$ cat src/rtl/game_progress_ctl.sv
// -----------------------------------------------------------------------------
// game_progress_ctl
//
// Tracks gameplay progress for the main game state machine: target hits on the
// current level, remaining lives, the per-level frame countdown and the level
// number. Raises held level-complete (next_lvl) and game-lost (fail) flags that
// the main FSM reacts to; all counters also feed the HUD overlay.
//
// Ports:
//   clk        in   1   system clock
//   rst_n      in   1   asynchronous active-low reset
//   game_state in   3   main FSM state (START=0, NEXT_LEVEL=1, FAIL=2,
//                       FINISH=3, GAME=4)
//   frame_tick in   1   one-cycle pulse per video frame
//   target_hit in   1   one-cycle pulse per target hit
//   ball_lost  in   1   one-cycle pulse per ball lost
//   next_lvl   out  1   level completed, held while game_state stays GAME
//   fail       out  1   game lost, held while game_state stays GAME
//   lvl        out 13   current level number (starts at 1, wraps)
//   hits       out  8   hits on the current level (saturates at 255)
//   lives      out  2   remaining lives
//   time_left  out 12   frames remaining on the current level
// -----------------------------------------------------------------------------
module game_progress_ctl #(
    parameter int HITS_BASE  = 4,
    parameter int HITS_STEP  = 2,
    parameter int TIME_LIMIT = 1800,
    parameter int LIVES      = 3
) (
    input  logic        clk,
    input  logic        rst_n,
    input  logic [2:0]  game_state,
    input  logic        frame_tick,
    input  logic        target_hit,
    input  logic        ball_lost,
    output logic        next_lvl,
    output logic        fail,
    output logic [12:0] lvl,
    output logic [7:0]  hits,
    output logic [1:0]  lives,
    output logic [11:0] time_left
);

    localparam logic [2:0] ST_START = 3'd0;
    localparam logic [2:0] ST_GAME  = 3'd4;

    logic [12:0] lvl_q,  lvl_d;
    logic [7:0]  hits_q, hits_d;
    logic [1:0]  lives_q, lives_d;
    logic [11:0] time_q, time_d;
    logic        next_lvl_q, next_lvl_d;
    logic        fail_q, fail_d;

    // Hit target for the current level, deliberately evaluated at 8 bits;
    // only the low byte of (lvl - 1) can influence an 8-bit result.
    logic [7:0] lvl_m1_lo;
    logic [7:0] target;
    logic [8:0] hits_plus1;
    logic       hit_goal;
    logic       lives_last;
    logic       time_last;
    logic       fail_evt;

    assign lvl_m1_lo  = lvl_q[7:0] - 8'd1;
    assign target     = 8'(HITS_BASE) + 8'(HITS_STEP) * lvl_m1_lo;
    // 9-bit increment so the goal test still works when hits is saturated.
    assign hits_plus1 = {1'b0, hits_q} + 9'd1;
    assign hit_goal   = target_hit && (hits_plus1 >= {1'b0, target});
    assign lives_last = (lives_q <= 2'd1);
    assign time_last  = (time_q <= 12'd1);
    assign fail_evt   = (ball_lost && lives_last) || (frame_tick && time_last);

    always_comb begin
        lvl_d      = lvl_q;
        hits_d     = hits_q;
        lives_d    = lives_q;
        time_d     = time_q;
        next_lvl_d = next_lvl_q;
        fail_d     = fail_q;

        if (game_state == ST_START) begin
            lvl_d      = 13'd1;
            lives_d    = 2'(LIVES);
            hits_d     = 8'd0;
            time_d     = 12'(TIME_LIMIT);
            next_lvl_d = 1'b0;
            fail_d     = 1'b0;
        end else if (game_state != ST_GAME) begin
            // Between-level states (and unknown codes) reload the per-level
            // counters; level and lives carry over.
            hits_d     = 8'd0;
            time_d     = 12'(TIME_LIMIT);
            next_lvl_d = 1'b0;
            fail_d     = 1'b0;
        end else if (!next_lvl_q && !fail_q) begin
            if (target_hit && hits_q != 8'hFF) begin
                hits_d = hits_q + 8'd1;
            end
            if (ball_lost && lives_q != 2'd0) begin
                lives_d = lives_q - 2'd1;
            end
            if (frame_tick && time_q != 12'd0) begin
                time_d = time_q - 12'd1;
            end
            // Losing wins over completing when both happen in one cycle.
            if (fail_evt) begin
                fail_d = 1'b1;
            end else if (hit_goal) begin
                next_lvl_d = 1'b1;
                lvl_d      = lvl_q + 13'd1;
            end
        end
    end

    always_ff @(posedge clk or negedge rst_n) begin
        if (!rst_n) begin
            lvl_q      <= 13'd1;
            hits_q     <= 8'd0;
            lives_q    <= 2'(LIVES);
            time_q     <= 12'(TIME_LIMIT);
            next_lvl_q <= 1'b0;
            fail_q     <= 1'b0;
        end else begin
            lvl_q      <= lvl_d;
            hits_q     <= hits_d;
            lives_q    <= lives_d;
            time_q     <= time_d;
            next_lvl_q <= next_lvl_d;
            fail_q     <= fail_d;
        end
    end

    assign next_lvl  = next_lvl_q;
    assign fail      = fail_q;
    assign lvl       = lvl_q;
    assign hits      = hits_q;
    assign lives     = lives_q;
    assign time_left = time_q;

endmodule

$ cat config.mk
export PLATFORM = sky130hd
export DESIGN_NAME = game_progress_ctl
export DESIGN_NICKNAME = d
export VERILOG_FILES = /design/src/rtl/game_progress_ctl.sv
export SDC_FILE = /design/constraint.sdc
export NUM_CORES = 1
export LEC_CHECK = 0
export ABC_AREA = 1
export CAP_MARGIN = 20
export CORE_MARGIN = 4
export CORE_UTILIZATION = 50
export DETAILED_ROUTE_END_ITERATION = 12
export PLACE_DENSITY_LB_ADDON = 0.12
export SLEW_MARGIN = 15
export SYNTH_ARGS = -nofsm -noshare
export SYNTH_HDL_FRONTEND = slang
export SYNTH_SLANG_ARGS = --single-unit
$ cat constraint.sdc
create_clock -name clk -period 3.75 [get_ports clk]
set_input_delay 0.9375 -clock clk [delete_from_list [all_inputs] [get_ports clk]]
set_output_delay 0.9375 -clock clk [all_outputs]
set_load 0.02 [all_outputs]
==> summary.txt, run 1 <==
Drt
  – Vias/cell: a little over 5
  – Routed length per instance: roughly 13 µm
  – DRT iter0 DRCs: 108
  – Remaining DRCs: 0
  – Final wirelength: roughly 6100 µm
  – Pre-antenna DRT Iters: 4
  – Routed via count: roughly 2400
  – Antenna Nets Post-Route: 0

Die
  – Core Area: between 5000 and 6000 µm²
  – Die Y: ~81 µm
  – Top Ports: 45
  – Initial Util: roughly half
  – Site Rows: 26
  – Die area: 6500 µm²
  – Width of the die: between 80 and 90 µm

Yosys
  – Avg Cell Area, Syn: just over 7 µm²
  – Largest area contributor in the synthesized netlist: dfrtp_1
  – Most common cell in the netlist: nand2_1
  – Mapped Nets: 389
  – Synth unique cells: 32
  – Post-synth EDFFs: 0
  – Syn Std Cell Area: 2640 µm²
  – Ys Warns: 0
  – Post-synth top cells: 89 x nand2_1, 49 x inv_1, 40 x nor2_1, 38 x nand3_1, 30 x dfrtp_1
  – Register area share after synthesis: a little over a third
  – Flops & latches, synth: 37
  – Synth Flop Type: dfrtp_1
  – Share of flip-flops with an asynchronous set or reset: 100%
  – Leading post-synthesis cells by cell area: dfrtp_1 28%, nand2_1 13%, nand3_1 7.2%
  – Share of the synthesized area in the top cell type: 28.5%
  – Cells after Synth: approximately 370

STA
  – Final WS setup: approximately 700 ps
  – Setup TNS: 0 ps
  – RSZ-0062 raised after global routing: false
  – Final setup violation count: 0
  – Worst-margin pin slew: 856 ps
  – Hold violation count in the final report: 0
  – Worst slew margin: 43.0%
  – Fmax: roughly 330 MHz
  – Fin crit period: between 3000 and 4000 ps
  – Fin crit share: about four fifths
  – Final Slew Violations: 0
  – Clock Skews: approximately 15 ps

Place
  – GP Congestion: about 0.85
  – Port Buffers: 44
  – Dpl hpwl: between 4000 and 5000 µm
  – Setup Slack @ Placement: roughly 680 ps

Final layout
  – Syn-to-layout area delta: 22.4%
  – Antenna diodes: 0
  – Fillers: between 500 and 600
  – Fin nets: between 400 and 500
  – Ratio of cells with drive above 1 in the final layout: 7.80%

Global route
  – Total GRT Usage: between 20% and 30%
  – GR Overflow Total: 0
  – Vias in the first global route: 2254
  – First-pass GRT wire length: 10400 µm
  – Largest net degree at the start of global routing: 38
  – Antenna violations before repair: 0

Clocking
  – Clk slew on worst S/H paths: roughly 80 ps
  – Bufs on Longest Clock Path: 2
  – Cts bufs inserted: 5
  – Resized cells post-CTS: 0
  – Clock Tree Root: clkbuf_8
  – H-tree levels: 2
  – Clock sink total: 37
  – Postcts setup bufs: 0
  – CTS tree: done
  – # hold bufs at CTS: 0
  – Clk Latency, worst-skew pair: roughly 300 ps

Pwr
  – Cell leakage power: 1.57 nW
  – PwrDens: 449 nW/µm²
  – Worst VDD drop: roughly 0.29 mV

Critical path
  – Worst path top cell family by delay: simple AND/OR/NAND/NOR gates
  – Crit path buf inv count: 1
  – Largest stage delay on the critical path: just under 600 ps
  – Startpoint types: flip-flop
  – Cell mode on critical path: nand2_1
  – Crit path DAT: about 3200 ps
  – Setup slack, reg-to-reg: a little under 700 ps
  – Worst-path fanout max: 15
  – Crit Path Category: reg2reg
  – Cell chain of the critical path: inv_1 > ha_1 > nand3_1 > xor2_1 > nand3_1 > xor2_1 > ha_1 > nand2_1 > nor2_1 > nand2_1 > nand2_1 > nand2_1 > nand3_1 > nand2_2 > nand2_4 > nand2_4 > nand2_1 > nand2_1
  – Critical Path RT: around 3900 ps
  – CP endpoint kind: flip-flop
  – Slowest cell on crit path: dfstp_2

Hold path
  – Worst hold path class: reg2reg

Run
  – Maxcap violations: 0

Status
  – Status: complete, no violations
[metrics by stage]
| stage | std cells | power, mW | area (µm²) | util, % | hold WS (ps) |
|---|---|---|---|---|---|
| finish | 480 | 1.45 | 3230 | 63.2 | 510 |
| CTS | 480 | 1.46 | 3230 | 63.2 | 514 |
| detailed placement | 472 | 1.09 | 3110 | 60.9 | 502 |
| global route | 480 | 1.56 | 3230 | 63.2 | 523 |
| global placement | 472 | 1.07 | 3110 | 60.9 | 492 |
| floorplan | 366 | 0.924 | 2640 | - | 520 |
[sequential cells by signal, summed over array words and instances, names as in the netlist]
name and cells:
lvl 13, time_left 12, hits 8, lives 2, fail 1, next_lvl 1
[per-layer routing]
metal | global-route usage [%] | vias to the layer above | share of wire [%]
met4 | 4.05 | 0 | 0.56
met3 | 3.70 | 4 | 5.6
met5 | 0 | - | 0
met2 | 31.5 | 69 | 43
met1 | 29.9 | 1122 | 50
li1 | - | 1254 | -
[worst paths after layout]
check / startpoint / end / cells past startpoint
worst max-delay path: lvl[0] / lvl[9] / 18
worst min-delay path: time_left[3] / time_left[3] / 2
worst max register to register: lvl[0] / lvl[9] / 18
worst min register to register: time_left[3] / time_left[3] / 2
max in group asynchronous: rst_n / lvl[7] / 1
min in group asynchronous: rst_n / hits[5] / 1
[tightest hold or removal path, delay by kind of cell, from the launching register on]
family | cells | cell delay, ps
simple gates | 2 | 120
flops | 1 | 390
[final cells by class]
cell class | instances | area (µm²) | area share, %
clock inverter | 3 | 46.3 | 1.44
multi-input combinational | 270 | 1460 | 45.2
timing repair buffer | 45 | 443 | 13.7
inverter | 50 | 188 | 5.82
tap | 70 | 87.6 | 2.72
clock buffer | 5 | 68.8 | 2.13
sequential | 37 | 935 | 29.0
[layout by cell type, fill, tap and decap left out]
cell / n
nand2_1: 89
inv_1: 49
clkdlybuf4s50_1: 43
nor2_1: 40
nand3_1: 38
dfrtp_1: 30
xor2_1: 18
o21ai_0: 15
ha_1: 15
nor3_1: 8
a21oi_1: 8
o21ai_1: 8
dfstp_2: 7
nor2_2: 5
clkbuf_8: 5
nor3b_1: 4
nand4_1: 4
o22ai_1: 3
nand3_2: 2
xnor2_1: 2
nand2_2: 2
nand2_4: 2
o31ai_1: 2
inv_2: 1
xor2_2: 1
nor2_4: 1
a21oi_2: 1
a31oi_1: 1
nand3b_1: 1
clkinvlp_4: 1
clkinv_4: 1
bufinv_16: 1
buf_2: 1
buf_4: 1
[power breakdown]
group          switching, mW  internal [mW]  total [mW]
logic                  0.351          0.246       0.597
clock network          0.166          0.199       0.366
registers             0.0423          0.443       0.486
[cell families (layout without fill, tap and decap cells)]
logic type / count (synthesis) / after routing / synth area share (%)
flip-flops: 37 / 37 / 35.5
AND/OR/NAND/NOR: 196 / 196 / 33.2
XOR/XNOR: 21 / 21 / 7.26
AO/OA/AOI/OAI: 38 / 38 / 7.74
adder cells (fa/ha/maj): 15 / 15 / 7.12
buffers and inverters: 59 / 103 / 9.25
No activity file was read; power rests on OpenSTA's default activity.
==> run 2, diff against run 1 <==
- clock period: 3.75 -> 2.85 ns (I/O delays scaled with it)
==> summary.txt, run 2 (synthesis gave the netlist of run 1 again) <==
Status
  – Status: complete, no violations

Critical path
  – Slowest cell on crit path: dfstp_2
  – Crit path buf inv count: 1 (unchanged)
  – Crit path DAT: 2790 ps (-450 ps)
  – Cell mode on critical path: nand2_1
  – Crit Path Category: reg2reg
  – Cell chain of the critical path: inv_2 > ha_4 > xor2_2 > ha_2 > nand3_1 > xor2_1 > ha_1 > nand2_1 > nor2_1 > nand2_1 > nand2_1 > nand2_1 > nand3_2 > nand2_4 > nand2_8 > nand2_8 > nand2_1 > nand2_1
  – CP endpoint kind: flip-flop
  – Largest stage delay on the critical path: 540 ps (-50 ps)
  – Critical Path RT: 3030 ps (-900 ps)
  – Worst-path fanout max: 13 (-2)
  – Startpoint types: flip-flop
  – Worst path top cell family by delay: simple AND/OR/NAND/NOR gates

Place
  – Placed cells: 478 (+1.3%)
  – Placed inst area: 3160 µm² (+1.4%)
  – Port Buffers: 44 (unchanged)
  – Dpl hpwl: 4730 µm (+6.1%)
  – Setup Slack @ Placement: 40.1 ps (-644 ps)
  – GP Congestion: 0.849 (about the same)

Clocking
  – Clock Tree Root: clkbuf_8
  – CTS tree: done
  – H-tree levels: 2 (unchanged)
  – Clk Latency, worst-skew pair: 290 ps (about the same)
  – Clock sink total: 37 (unchanged)
  – Clk slew on worst S/H paths: 80 ps (about the same)
  – Bufs on Longest Clock Path: 2 (unchanged)
  – Cts bufs inserted: 5 (unchanged)

Die
  – Core Area: 5110 µm² (unchanged)
  – Initial Util: 51.6% (unchanged)
  – Width of the die: 80.6 µm (unchanged)
  – Die Y: 80.6 µm (unchanged)
  – Site Rows: 26 (unchanged)
  – Top Ports: 45 (unchanged)
  – Die area: 6500 µm² (unchanged)

STA
  – Clock Skews: 10.1 ps (-4.60 ps)
  – WHS: 507 ps (-2.73 ps)
  – Setup TNS: 0 ps (unchanged)
  – Final WS setup: 234 ps (-457 ps)
  – Hold violation count in the final report: 0 (unchanged)
  – Fmax: 382 MHz (+17%)
  – Fin crit share: 91.8% (+10 points)
  – Worst-margin pin slew: 827 ps (-28.2 ps)
  – Final Slew Violations: 0 (unchanged)
  – Worst slew margin: 44.8% (+1.9 points)
  – Fin crit period: 2620 ps (-443 ps)
  – Final setup violation count: 0 (unchanged)

Pwr
  – Comb pwr share: 44.9% (+3.7 points)
  – Overall power: 2.01 mW (+39%)
  – Cell leakage power: 1.62 nW (+3.3%)
  – Sequential Power Share: 31.2% (-2.3 points)
  – P_sw: 750 µW (+34%)
  – Design internal power: 1.26 mW (+41%)
  – Switching share of power: 37.4% (-1.3 points)
  – Worst VDD drop: 0.435 mV (+50%)
  – Power share of the clock group: 23.9% (-1.4 points)
  – PwrDens: 601 nW/µm² (+34%)

Global route
  – GR Overflow Total: 0 (unchanged)
  – Antenna violations before repair: 0 (unchanged)
  – First-pass GRT wire length: 10900 µm (+5.1%)
  – Vias in the first global route: 2383 (+5.7%)
  – Total GRT Usage: 21.2% (+0.78 points)
  – Largest net degree at the start of global routing: 38 (unchanged)

Final layout
  – Most frequent cells in the layout: 89 x nand2_1, 47 x inv_1, 43 x clkdlybuf4s50_1
  – Syn-to-layout area delta: 26.8%
  – Max reg flops: 13 (unchanged)
  – Fillers: 475 (-7.0%)
  – Fin nets: 439 (+1.6%)
  – Post-Layout Inst Area: 3340 µm² (+3.6%)
  – Antenna diodes: 0 (unchanged)
  – Commonest non-fill, non-tap cell in the layout: nand2_1
  – Ratio of cells with drive above 1 in the final layout: 11.0% (+3.2 points)
  – Non-filler instance count after layout: 487 (+1.5%)
  – Final Core Density: 65.4% (+2.3 points)

Drt
  – DRT iter0 DRCs: 111 (+2.8%)
  – Met1 wire length: 3020 µm (-2.0%)
  – Routed via count: 2484 (+1.4%)
  – Final wirelength: 6270 µm (+2.5%)
  – Vias/cell: 5.10 (about the same)
  – Antenna Nets Post-Route: 0 (unchanged)
  – Met2 wire length: 2910 µm (+9.3%)
  – DR top layer: met4
  – Pre-antenna DRT Iters: 4 (unchanged)
  – WL met3: 299 µm (-12%)
  – Routed length per instance: 12.9 µm (+0.98%)
  – Remaining DRCs: 0 (unchanged)

Run
  – Maxcap violations: 0 (unchanged)

Hold path
  – Worst hold path class: reg2reg
## run 2: cell types whose count changed in the layout (fill, tap and decap cells not counted), sizes merged
| cell | change |
|---|---|
| buf | +6 |
| clkbuf | +1 |
| clkinv | -1 |
| nand2 | +1 |
## run 2: power by group through the flow
stage	Sequential, mW	Clock [mW]	Combinational (mW)
after detailed placement	0.633	0	0.852
after global routing	0.633	0.514	1.02
after global placement	0.632	0	0.829
after CTS	0.623	0.487	0.855
final	0.625	0.480	0.901
after floorplan	0.688	0	0.528
## run 2: path summary, 6_finish.rpt
path	from	end	slack (ps)	cells after the start
max	lvl[0]	lvl[2]	230	18
min	time_left[3]	time_left[3]	510	2
max reg2reg	lvl[0]	lvl[2]	230	18
min reg2reg	time_left[3]	time_left[3]	510	2
max in group asynchronous	rst_n	lvl[5]	1800	1
min in group asynchronous	rst_n	hits[4]	520	1
## run 2: final cells by class
cell class	instances	area [µm²]	share of cell area, %
multi-input combinational	271	1520	45.6
sequential	37	935	28.0
timing repair buffer	51	488	14.6
inverter	50	188	5.62
tap	70	87.6	2.62
clock buffer	6	82.6	2.47
clock inverter	2	37.5	1.12
## run 2: repair_timing
| item | in CTS | in global routing |
|---|---|---|
| setup endpoints to repair | 0 | 14 |
| hold buffers | 0 | 0 |
| resized for setup | 0 | 11 |
| buffers inserted | 0 | 0 |
## run 2: worst register-to-register path: cells and delay by family, from the launching register on
| kind | cells | cell delay, ps |
|---|---|---|
| simple gates | 12 | 910 |
| buf+inv | 1 | 60 |
| xor+xnor | 2 | 320 |
| flops | 1 | 540 |
| fa+ha+maj | 3 | 680 |
## run 2: per-layer routing
metal	vias to the layer above	GRT usage, %
met5	-	0
met4	0	4.39
met3	6	5.27
met2	51	34.4
met1	1159	28.6
li1	1268	-
